===== src/rtl/mram_burst_arbiter.sv =====
// rtl/mram_burst_arbiter.sv - two-requester MRAM burst arbiter/serializer; optional WAIT watchdog via ARB_TIMEOUT_EN
module mram_burst_arbiter #(
    parameter int ADDR_W      = 8,
    parameter int LEN_W       = 4,
    parameter int TIMEOUT_CYC = 255
) (
    input  logic              clk,
    input  logic              rst,
    input  logic              req0,
    input  logic              req1,
    input  logic              mode0,
    input  logic              mode1,
    input  logic [ADDR_W-1:0] addr0,
    input  logic [ADDR_W-1:0] addr1,
    input  logic [LEN_W-1:0]  len0,
    input  logic [LEN_W-1:0]  len1,
    output logic              gnt0,
    output logic              gnt1,
    output logic              done0,
    output logic              done1,
    output logic              timeout,
    output logic              busy,
    output logic              burst_en,
    output logic              mode_sel,
    output logic              burst_len_in,
    output logic              addr_in,
    input  logic              xfer_done
);

    typedef enum logic [1:0] {IDLE, SHIFT, WAIT, RELEASE} state_t;

    localparam int CNT_W = (ADDR_W > 1) ? $clog2(ADDR_W) : 1;

    state_t             state_q, state_d;
    logic [CNT_W-1:0]   cnt_q, cnt_d;
    logic [ADDR_W-1:0]  addr_sr_q, addr_sr_d;
    logic [LEN_W-1:0]   len_sr_q, len_sr_d;
    logic               mode_q, mode_d;
    logic               sel_q, sel_d;
    logic               last_gnt_q, last_gnt_d;
    logic               zl_q, zl_d;

    logic               pick_v, pick_id, pick_mode;
    logic [ADDR_W-1:0]  pick_addr;
    logic [LEN_W-1:0]   pick_len;

    logic hold_gnt, done_pulse;
    logic timeout_d, busy_d, burst_en_d, mode_sel_d, len_bit_d, addr_bit_d;

`ifdef ARB_TIMEOUT_EN
    localparam int WD_W = $clog2(TIMEOUT_CYC + 1);
    logic [WD_W-1:0] wd_cnt_q, wd_cnt_d;
`endif

    // Round-robin pick: a tie goes to the requester that was not served last
    always_comb begin
        pick_v    = req0 | req1;
        pick_id   = (req0 && req1) ? ~last_gnt_q : req1;
        pick_addr = pick_id ? addr1 : addr0;
        pick_len  = pick_id ? len1  : len0;
        pick_mode = pick_id ? mode1 : mode0;
    end

    // Next state plus next value of every registered output
    always_comb begin
        state_d    = state_q;
        cnt_d      = cnt_q;
        addr_sr_d  = addr_sr_q;
        len_sr_d   = len_sr_q;
        mode_d     = mode_q;
        sel_d      = sel_q;
        last_gnt_d = last_gnt_q;
        zl_d       = zl_q;
        hold_gnt   = 1'b0;
        done_pulse = 1'b0;
        timeout_d  = 1'b0;
        busy_d     = 1'b0;
        burst_en_d = 1'b0;
        mode_sel_d = 1'b0;
        len_bit_d  = 1'b0;
        addr_bit_d = 1'b0;
`ifdef ARB_TIMEOUT_EN
        wd_cnt_d   = wd_cnt_q;
`endif
        case (state_q)
            IDLE: begin
                if (pick_v) begin
                    sel_d      = pick_id;
                    mode_d     = pick_mode;
                    hold_gnt   = 1'b1;
                    busy_d     = 1'b1;
                    mode_sel_d = pick_mode;
                    if (pick_mode && (pick_len == '0)) begin
                        // Zero-length burst: nothing to send to the controller
                        zl_d    = 1'b1;
                        state_d = RELEASE;
                    end else begin
                        zl_d       = 1'b0;
                        state_d    = SHIFT;
                        cnt_d      = '0;
                        burst_en_d = 1'b1;
                        addr_bit_d = pick_addr[ADDR_W-1];
                        addr_sr_d  = pick_addr << 1;
                        len_bit_d  = pick_mode & pick_len[LEN_W-1];
                        len_sr_d   = pick_mode ? (pick_len << 1) : '0;
                    end
                end
            end
            SHIFT: begin
                hold_gnt   = 1'b1;
                busy_d     = 1'b1;
                burst_en_d = 1'b1;
                mode_sel_d = mode_q;
                if (cnt_q == CNT_W'(ADDR_W - 1)) begin
                    state_d = WAIT;
                    cnt_d   = '0;
`ifdef ARB_TIMEOUT_EN
                    wd_cnt_d = '0;
`endif
                end else begin
                    cnt_d      = cnt_q + 1'b1;
                    addr_bit_d = addr_sr_q[ADDR_W-1];
                    addr_sr_d  = addr_sr_q << 1;
                    len_bit_d  = len_sr_q[LEN_W-1];
                    len_sr_d   = len_sr_q << 1;
                end
            end
            WAIT: begin
                hold_gnt   = 1'b1;
                busy_d     = 1'b1;
                mode_sel_d = mode_q;
                if (xfer_done) begin
                    state_d    = RELEASE;
                    done_pulse = 1'b1;
`ifdef ARB_TIMEOUT_EN
                end else if (wd_cnt_q == WD_W'(TIMEOUT_CYC - 1)) begin
                    state_d    = RELEASE;
                    done_pulse = 1'b1;
                    timeout_d  = 1'b1;
                end else begin
                    burst_en_d = 1'b1;
                    wd_cnt_d   = wd_cnt_q + 1'b1;
`else
                end else begin
                    burst_en_d = 1'b1;
`endif
                end
            end
            RELEASE: begin
                // Zero-length grants report completion on the way out
                state_d    = IDLE;
                last_gnt_d = sel_q;
                done_pulse = zl_q;
                zl_d       = 1'b0;
                mode_d     = 1'b0;
            end
            default: state_d = IDLE;
        endcase
    end

    // State and output registers; reset clears every output at once
    always_ff @(posedge clk or negedge rst) begin
        if (!rst) begin
            state_q      <= IDLE;
            cnt_q        <= '0;
            addr_sr_q    <= '0;
            len_sr_q     <= '0;
            mode_q       <= 1'b0;
            sel_q        <= 1'b0;
            last_gnt_q   <= 1'b1;
            zl_q         <= 1'b0;
            gnt0         <= 1'b0;
            gnt1         <= 1'b0;
            done0        <= 1'b0;
            done1        <= 1'b0;
            timeout      <= 1'b0;
            busy         <= 1'b0;
            burst_en     <= 1'b0;
            mode_sel     <= 1'b0;
            burst_len_in <= 1'b0;
            addr_in      <= 1'b0;
`ifdef ARB_TIMEOUT_EN
            wd_cnt_q     <= '0;
`endif
        end else begin
            state_q      <= state_d;
            cnt_q        <= cnt_d;
            addr_sr_q    <= addr_sr_d;
            len_sr_q     <= len_sr_d;
            mode_q       <= mode_d;
            sel_q        <= sel_d;
            last_gnt_q   <= last_gnt_d;
            zl_q         <= zl_d;
            gnt0         <= hold_gnt & ~sel_d;
            gnt1         <= hold_gnt & sel_d;
            done0        <= done_pulse & ~sel_d;
            done1        <= done_pulse & sel_d;
            timeout      <= timeout_d;
            busy         <= busy_d;
            burst_en     <= burst_en_d;
            mode_sel     <= mode_sel_d;
            burst_len_in <= len_bit_d;
            addr_in      <= addr_bit_d;
`ifdef ARB_TIMEOUT_EN
            wd_cnt_q     <= wd_cnt_d;
`endif
        end
    end

endmodule


===== config.mk =====
export PLATFORM = sky130hd
export DESIGN_NAME = mram_burst_arbiter
export DESIGN_NICKNAME = d
export VERILOG_FILES = /design/src/rtl/mram_burst_arbiter.sv
export SDC_FILE = /design/constraint.sdc
export NUM_CORES = 1
export LEC_CHECK = 0
export ABC_AREA = 1
export BUFFER_PORTS_ARGS = -buffer_cell sky130_fd_sc_hd__clkbuf_2
export CAP_MARGIN = 20
export CORE_ASPECT_RATIO = 0.7
export CORE_UTILIZATION = 52
export CTS_BUF_LIST = sky130_fd_sc_hd__clkbuf_16
export DETAILED_ROUTE_END_ITERATION = 10
export PLACE_DENSITY = 0.8
export SYNTH_ARGS = -nofsm -noshare
export SYNTH_HDL_FRONTEND = slang
export SYNTH_SLANG_ARGS = --single-unit

===== constraint.sdc =====
create_clock -name clk -period 1.7 [get_ports clk]
set_input_delay 0.51 -clock clk [delete_from_list [all_inputs] [get_ports clk]]
set_output_delay 0.51 -clock clk [all_outputs]
set_load 0.005 [all_outputs]

# Yosys cells after proc, flatten, opt, wreduce, memory -nomap -nowiden
# Index checks and enable logic that the tools add are counted.
[classes]
add_sub_neg = 1
n_eq_ne = 9
mux = 47
bitwise_logic = 8
reduce_logical = 11
[ops]
columns = ["cell", "n"]
rows = [
  ["8-bit 2-to-1 mux", 4],
  ["4-bit 2-to-1 mux", 5],
  ["1-bit 2-to-1 mux", 19],
  ["8-bit case mux with 2 select lines", 1],
  ["1-bit case mux with 2 select lines", 7],
  ["2-bit != test (second input constant)", 5],
  ["3-bit 2-to-1 mux", 3],
  ["2-bit 2-to-1 mux", 4],
  ["2-bit case mux with 4 select lines", 1],
  ["4-bit case mux with 2 select lines", 1],
  ["3-bit case mux with 2 select lines", 1],
  ["3-bit AND reduction", 2],
  ["1-bit bitwise AND", 5],
  ["2-bit == test (second input constant)", 2],
  ["4-bit logical NOT", 1],
  ["4-bit AND reduction", 1],
  ["2-bit nonzero test", 2],
  ["3-bit by 1-bit adder with 3-bit output (second input constant)", 1],
  ["3-bit == test (second input constant)", 1],
  ["1-bit case mux with 3 select lines", 1],
  ["2-bit by 1-bit == test with 1-bit output (second input constant)", 1],
  ["1-bit logical AND", 2],
  ["2-bit logical NOT", 1],
  ["1-bit NOT", 2],
  ["other kinds (3)", 3],
]
[word_totals]
regBits = 30
output_inout_bits = 10

# Logic depth before layout (Yosys ltp)
# Gate-level depths: netlist (run 1).
[depth]
ltp_word = 8
depth_mapped = 11

# Least setup slack after synthesis (run 1)
# OpenSTA, ideal clock, no wires.
[synth_path]
path_type = "register to register"
start = "register state_q[1]"
end = "register state_q[1]"
arrival_ps = 1422
setup_slack_ps = 153
path_stages_with_launch = 10
path_buffers = 1
period_less_slack_ps = 1547
path_cell_list = "dfrtp_1 -> inv_1 -> ha_1 -> buf_2 -> inv_1 -> nor2_1 -> nor3_1 -> inv_1 -> a21oi_1 -> a22oi_2"
[synth_between]
elab_chain_cells = 3
elab_cells_between_ends = 9
[synth_rtl]
columns = ["item", "line", "text"]
rows = [
  ["from (decl)", "34", "state_t state_q, state_d;"],
  ["from (signal assigned)", "186", "state_q <= state_d;"],
  ["2-bit by 1-bit == test with 1-bit output (tied with other cells)", "85", "case (state_q)"],
  ["2-bit != test (no line)", "--", ""],
  ["3-bit AND reduction (no line)", "--", ""],
]
# Several ways; a longest one is shown, not always the timed one.
# A chain may end at the register's enable or synchronous reset.

# Worst setup path in the final report (run 1)
[layout_path]
start = "register last_gnt_q"
end = "register cnt_q[1]"
[layout_between]
elab_chain_cells = 7
elab_cells_between_ends = 8
[layout_rtl]
columns = ["item", "line", "text"]
rows = [
  ["from (decl)", "40", "logic last_gnt_q, last_gnt_d;"],
  ["from (signal assigned)", "192", "last_gnt_q <= last_gnt_d;"],
  ["1-bit NOT *", "58", "pick_id = (req0 && req1) ? ~last_gnt_q : req1;"],
  ["1-bit 2-to-1 mux *", "58", ""],
  ["4-bit 2-to-1 mux", "60", "pick_len = pick_id ? len1 : len0;"],
  ["4-bit logical NOT", "93", "if (pick_mode && (pick_len == '0)) begin"],
  ["1-bit logical AND *", "93", ""],
  ["2-bit != test (no line) *", "--", ""],
  ["3-bit AND reduction (no line) *", "--", ""],
  ["to (signal assigned)", "187", "cnt_q <= cnt_d;"],
  ["to (decl)", "35", "logic [CNT_W-1:0] cnt_q, cnt_d;"],
]
# Mark *: on every way between the ends. The rest lies on a longest branch, timed or not.

==> impl_metrics.env, run 1 <==
export IMPL_whs_ns=0.243
export IMPL_synth_compound_area_share_pct=8.41
export IMPL_cts_tree="built"
export IMPL_routed_wl_um=3900
export IMPL_clk_latency_ns=0.26
export IMPL_numPortBuffers=39
export IMPL_synth_largest_area_cell="dfrtp_1"
export IMPL_seq_power_share_pct=30.4
export IMPL_netSwitchingFraction_pct=39.6
export IMPL_drtAntennaViolNets=0
export IMPL_routabilityCongestion=0.864
export IMPL_crit_path_cell_trace="nand2_4 > nand2_4 > nand2_2 > nand2_1 > nand2_2 > nor2_4 > buf_4 > nand2_2 > nand2_4 > nand2_2 > nand2_1 > nand2_1"
export IMPL_tns_ns=0
export IMPL_seqCellArea_um2=702
export IMPL_cp_required_ns=1.85
export IMPL_status="completed"
export IMPL_ir_drop_uv=999
export IMPL_cts_buffers=3
export IMPL_synth_top_family_by_area="simple AND/OR/NAND/NOR gates"
export IMPL_setup_viol=0
export IMPL_ys_types=27
export IMPL_arrival_ns=1.81
export IMPL_fmax_ghz=0.603
export IMPL_synth_xor_xnor_area_share_pct=0
export IMPL_antenna_cells=0
export IMPL_via_count=1553
export IMPL_min_period_ns=1.66
export IMPL_avgSynthCellArea_um2=7.55
export IMPL_end_kind="flip-flop"
export IMPL_pwr_share_comb_pct=50.4
export IMPL_cts_sinks=28
export IMPL_clk_pin_slew_ns=0.07
export IMPL_grt_max_degree=29
export IMPL_syn_area_um2=1580
export IMPL_track_usage_pct=24.9
export IMPL_layout_drive_gt1_share_pct=33.5
export IMPL_max_stage_delay_ns=0.56
export IMPL_n_fill_cell=214
export IMPL_grt_pass1_vias=1288
export IMPL_yosysSeqAreaShare_pct=44.5
export IMPL_path_max_fanout=7
export IMPL_multi_input_area_um2=821
export IMPL_p_clk_share_pct=19.3
export IMPL_slew_violations=0
export IMPL_root_buffer="clkbuf_16"
export IMPL_timing_critical_path_mode_cell="nand2_2"
export IMPL_dp_hpwl_um=2740
export IMPL_layout_nets=307
export IMPL_drv_cap=0
export IMPL_drt_iter0_drc=91
export IMPL_synthFlopType="dfrtp_1"
export IMPL_synth_top_cell_area_share_pct=42.8
export IMPL_cp_start_kind="flip-flop"
export IMPL_setup_ws_ns=0.0424
export IMPL_power_switching_mw=1.42
export IMPL_die_w_um=67.8
export IMPL_io_pins=41
export IMPL_start_util_pct=55.5
export IMPL_timing_final_hold_violations=0
export IMPL_crit_type="reg2reg"
export IMPL_dieArea_um2=3260
export IMPL_synthCells=209
export IMPL_yosysWarnings=0
export IMPL_synth_common_cells="nand2_1, dfrtp_1, inv_1"
export IMPL_wl_per_cell_um=12.8
export IMPL_drc=0
export IMPL_fp_row_count=16
export IMPL_ys_ff_latch=28
export IMPL_yosysMostFrequentCell="nand2_1"
export IMPL_synth_mux_area_fraction_pct=0
export IMPL_leakage_nw=1.20
export IMPL_synth_edff_count=0
export IMPL_chipHeight_um=48.1
export IMPL_internal_power_mw=2.17
export IMPL_place_ws_ns=-0.0782
export IMPL_ctsHtreeMaxLevel=1
export IMPL_gr_total_overflow=0
export IMPL_clock_skew_ns=0.00273
export IMPL_antenna_found_initial=0
export IMPL_synth_simple_area_share_pct=34.0
export IMPL_synth_area_leaders="dfrtp_1, nand2_1, inv_1"
export IMPL_coreArea_um2=2840
export IMPL_hold_path_class="in2async"
export IMPL_critPathSlowestCell="dfstp_2"
export IMPL_pwr_density_cell_nw_per_um2=1680
export IMPL_cts_path_max_buffers=2
export IMPL_synth_async_reset_ratio_pct=100
export IMPL_period_share_pct=97.5
export IMPL_routed_via_density=5.09
export IMPL_area_growth_pct=35.5
export IMPL_yosys_area_share_adder_pct=4.76
export IMPL_syn_nets=246
export IMPL_drtPass1Iterations=4
export IMPL_grt_pass1_wl_um=5820
[metal layers]
layer  up-vias  part of all wire (%)  GRT usage [%]
li1        793                     -              -
met1       713                    47           35.4
met5         -                     0              0
met2        45                    47           40.8
met4         0                  0.41           3.33
met3         2                   5.0           5.24
[cell usage in the layout (no fill, tap or decap), types with 2 or more instances in the layout]
cell and count:
clkbuf_16 3, nor2_1 16, o21ai_0 5, ha_1 4
buf_4 23, nand2_2 7, nand3b_1 3, a21oi_2 2
nand2_4 3, inv_2 2, nand4_1 10, a31oi_1 6
clkbuf_2 39, inv_1 21, nand3_4 2, nand2_1 67
dfrtp_1 27, nand3_1 9, nor3_1 3, a21oi_1 5
[power by group through the flow]
stage               Clock, mW  Combinational [mW]  Sequential (mW)
floorplan                   0                1.07             1.07
global placement            0                1.59             1.08
detailed placement          0                1.63             1.09
CTS                     0.692                1.66             1.08
global route            0.729                2.03             1.12
finish                  0.691                1.81             1.09
[sequential cells by signal, indices dropped and copies added, names as in the netlist, 2 cells and up]
signal / cells
addr_sr_q: 7
cnt_q: 3
len_sr_q: 3
state_q: 2
[kinds of logic after synthesis]
| kind of cell | Yosys count |
|---|---|
| buf+inv | 30 |
| other cells | 1 |
| compound gates | 22 |
| simple gates | 122 |
| fa+ha+maj | 6 |
| flops | 28 |
[critical path: cells and delay by family (launching register included)]
family / cells / cell delay [ns]
and+or+nand+nor: 11 / 0.87
buffers and inverters: 1 / 0.13
DFF: 1 / 0.56
[final timing paths]
kind | startpoint | endpoint | slack (ns) | cells after the start
worst max-delay path | last_gnt_q | cnt_q[1] | 0.04 | 12
worst min register to register | sel_q | last_gnt_q | 0.48 | 2
worst min-delay path | rst | cnt_q[1] | 0.24 | 2
max in group asynchronous | rst | last_gnt_q | 1.14 | 2
min in group clk | sel_q | last_gnt_q | 0.48 | 2
worst max register to register | last_gnt_q | cnt_q[1] | 0.04 | 12
[cell type report]
cell class,instances,share of cell area (%)
repair buffers,63,17.7
well taps,36,2.11
flip-flops and latches,28,32.8
multi-input cells,151,38.4
clock inverters,1,1.40
inverters,23,4.04
clock buffers,3,3.51
[stage by stage]
| step | total power [mW] | cell area, um^2 | std cells | util, % |
|---|---|---|---|---|
| floorplan | 2.14 | 1580 | 209 | - |
| global placement | 2.67 | 1940 | 299 | 68.3 |
| detailed placement | 2.72 | 1940 | 299 | 68.3 |
| CTS | 3.44 | 2050 | 303 | 72.3 |
| global route | 3.88 | 2140 | 305 | 75.2 |
| finish | 3.59 | 2140 | 305 | 75.2 |
[repair_timing]
action	in CTS	in global routing
endpoints found under the hold margin	0	0
pin swaps	0	5
setup buffers	0	2
endpoints found under the setup margin	8	17
resized for setup	2	17
hold buffers	0	0
cloned	0	0
No activity file was read; power rests on OpenSTA's default activity.
==> run 2: changes to the inputs <==
--- a/config.mk
+++ b/config.mk
@@ -9,10 +9,9 @@
 export BUFFER_PORTS_ARGS = -buffer_cell sky130_fd_sc_hd__clkbuf_2
 export CAP_MARGIN = 20
 export CORE_ASPECT_RATIO = 0.7
-export CORE_UTILIZATION = 52
-export CTS_BUF_LIST = sky130_fd_sc_hd__clkbuf_16
+export CORE_UTILIZATION = 56
 export DETAILED_ROUTE_END_ITERATION = 10
-export PLACE_DENSITY = 0.8
+export PLACE_DENSITY = 0.85
 export SYNTH_ARGS = -nofsm -noshare
 export SYNTH_HDL_FRONTEND = slang
 export SYNTH_SLANG_ARGS = --single-unit
==> constraint.sdc (replaced) <==
create_clock -name clk -period 2.1 [get_ports clk]
set_input_delay 0.63 -clock clk [delete_from_list [all_inputs] [get_ports clk]]
set_output_delay 0.63 -clock clk [all_outputs]
set_load 0.005 [all_outputs]
==> run 2 against run 1 <==
Net effect:
- worst hold slack gained 0.13 ns
- routed wire length down 9.4%
- clock skew fell by 0.00082 ns
- register-to-register slack better by 0.14 ns
- power fell by 28%
- global-route usage grew 0.99 points
- cell count is 6.9% lower
- worst setup slack improved by 0.14 ns
- cell area down 12%
- largest cell class unchanged
- largest power group unchanged
==> impl_metrics.env, run 2 (synthesis results as in run 1) <==
export IMPL_cp_required_ns=2.32
export IMPL_numPortBuffers=39
export IMPL_grt_pass1_wl_um=5690
export IMPL_ir_drop_uv=637
export IMPL_pwr_share_comb_pct=49.4
export IMPL_power_switching_mw=1.08
export IMPL_p_clk_share_pct=16.8
export IMPL_dieArea_um2=3040
export IMPL_routed_via_density=5.22
export IMPL_period_share_pct=91.1
export IMPL_grt_pass1_vias=1302
export IMPL_cts_sinks=28
export IMPL_clk_latency_ns=0.28
export IMPL_chipHeight_um=46.4
export IMPL_drv_cap=0
export IMPL_path_max_fanout=11
export IMPL_max_stage_delay_ns=0.42
export IMPL_arrival_ns=2.14
export IMPL_postCtsHoldBufs=0
export IMPL_crit_path_cell_trace="inv_1 > ha_1 > inv_1 > nor2_1 > inv_2 > nand3_2 > nand2_1 > nand2_1"
export IMPL_cp_top_family="simple AND/OR/NAND/NOR gates"
export IMPL_status="completed"
export IMPL_track_usage_pct=25.9
export IMPL_final_cell_mix="nand2_1, clkbuf_2, dfrtp_1"
export IMPL_layout_drive_gt1_share_pct=24.4
export IMPL_top_register="addr_sr_q"
export IMPL_top_regs="addr_sr_q x7, cnt_q x3, len_sr_q x3"
export IMPL_antenna_found_initial=0
export IMPL_drt_iter0_drc=72
export IMPL_tns_ns=0
export IMPL_gr_total_overflow=0
export IMPL_end_kind="flip-flop"
export IMPL_antenna_cells=0
export IMPL_crit_type="reg2reg"
export IMPL_final_common_cell="nand2_1"
export IMPL_fmax_ghz=0.523
export IMPL_cts_buffers=3
export IMPL_setup_viol=0
export IMPL_cts_path_max_buffers=2
export IMPL_worstMarginPinSlew_ns=0.685
export IMPL_whs_ns=0.371
export IMPL_worst_slew_margin_rel_pct=54.3
export IMPL_timing_final_hold_violations=0
export IMPL_root_buffer="clkbuf_8"
export IMPL_routabilityCongestion=0.827
export IMPL_largest_register_ffs=7
export IMPL_area_growth_pct=19.3
export IMPL_drtAntennaViolNets=0
export IMPL_hold_path_class="in2async"
export IMPL_leakage_nw=1.09
export IMPL_fp_row_count=15
export IMPL_seq_power_share_pct=33.9
export IMPL_cp_start_kind="flip-flop"
export IMPL_clock_skew_ns=0.00191
export IMPL_ctsHtreeMaxLevel=1
export IMPL_internal_power_mw=1.50
export IMPL_dp_hpwl_um=2610
export IMPL_die_w_um=65.4
export IMPL_start_util_pct=61.4
export IMPL_io_pins=41
export IMPL_slew_violations=0
export IMPL_pwr_density_cell_nw_per_um2=1370
export IMPL_wl_per_cell_um=12.4
export IMPL_drc=0
export IMPL_cts_tree="built"
export IMPL_grt_max_degree=29
export IMPL_clk_pin_slew_ns=0.10
export IMPL_netSwitchingFraction_pct=41.9
export IMPL_routed_wl_um=3530
export IMPL_r2r_slack_ns=0.19
export IMPL_drtPass1Iterations=4
export IMPL_layout_nets=288
export IMPL_crit_buf_inv=3
export IMPL_min_period_ns=1.91
export IMPL_critPathSlowestCell="dfrtp_1"
export IMPL_coreArea_um2=2570
export IMPL_via_count=1483
export IMPL_rsz0062_at_grt="false"
-- run 2: changes by cell type in the layout (fill, tap and decap cells not counted), moves of 3 or more --
cell       before  now
buf_4          23    5
nand2_1        67   72
clkbuf_16       3    0
clkbuf_8        0    3
nand2_4         3    0
-- run 2: repair_timing --
| action | 4_1_cts | 5_1_grt |
|---|---|---|
| setup buffers | 0 | 0 |
| endpoints found under the setup margin | 0 | 8 |
| gates resized for setup | 0 | 1 |
-- run 2: worst paths after layout --
kind	end	cells past startpoint	from
setup / recovery	addr_sr_q[2]	8	state_q[1]
hold / removal	sel_q	1	rst
setup reg to reg	addr_sr_q[2]	8	state_q[1]
hold reg to reg	addr_sr_q[6]	2	addr_sr_q[6]
max in group asynchronous	cnt_q[0]	1	rst
min in group clk	addr_sr_q[6]	2	addr_sr_q[6]
-- run 2: cell type report --
cell class | count | area [um^2]
Sequential cell | 28 | 702
Fill cell | 197 | 688
Timing Repair Buffer | 44 | 233
Clock buffer | 3 | 41.3
Inverter | 23 | 86.3
Multi-Input combinational cell | 151 | 748
Clock inverter | 1 | 30.0
Tap cell | 34 | 42.5
-- run 2: layer usage --
| layer | part of all wire [%] | global-route usage, % | vias up |
|---|---|---|---|
| met4 | 0.88 | 9.13 | 0 |
| met1 | 47 | 34.8 | 675 |
| li1 | - | - | 753 |
| met5 | 0 | 0 | - |
| met2 | 47 | 41.9 | 51 |
| met3 | 5.0 | 5.69 | 4 |
-- run 2: power by group through the flow --
stage          Combinational, mW  Sequential [mW]  Clock [mW]
6_report                    1.27            0.873       0.432
5_1_grt                     1.43            0.894       0.464
4_1_cts                     1.27            0.871       0.431
3_5_place_dp                1.24            0.882           0
3_3_place_gp                1.20            0.875           0
2_1_floorplan              0.866            0.870           0
-- run 2: worst register-to-register path, stage by stage, from the launching register on --
cell,delay (ns)
dfrtp_1,0.42
inv_1,0.14
ha_1,0.28
inv_1,0.18
nor2_1,0.29
inv_2,0.16
nand3_2,0.22
nand2_1,0.09
nand2_1,0.07
-- run 2: through the flow --
stage | power (mW) | cells | setup slack [ns] | cell area, um^2 | utilization, %
2_1_floorplan | 1.74 | 209 | 0.532 | 1580 | -
3_3_place_gp | 2.08 | 280 | 0.174 | 1810 | 70.5
3_5_place_dp | 2.12 | 280 | 0.113 | 1810 | 70.5
4_1_cts | 2.57 | 284 | 0.146 | 1880 | 73.2
5_1_grt | 2.79 | 284 | 0.0862 | 1880 | 73.2
6_report | 2.58 | 284 | 0.186 | 1880 | 73.2
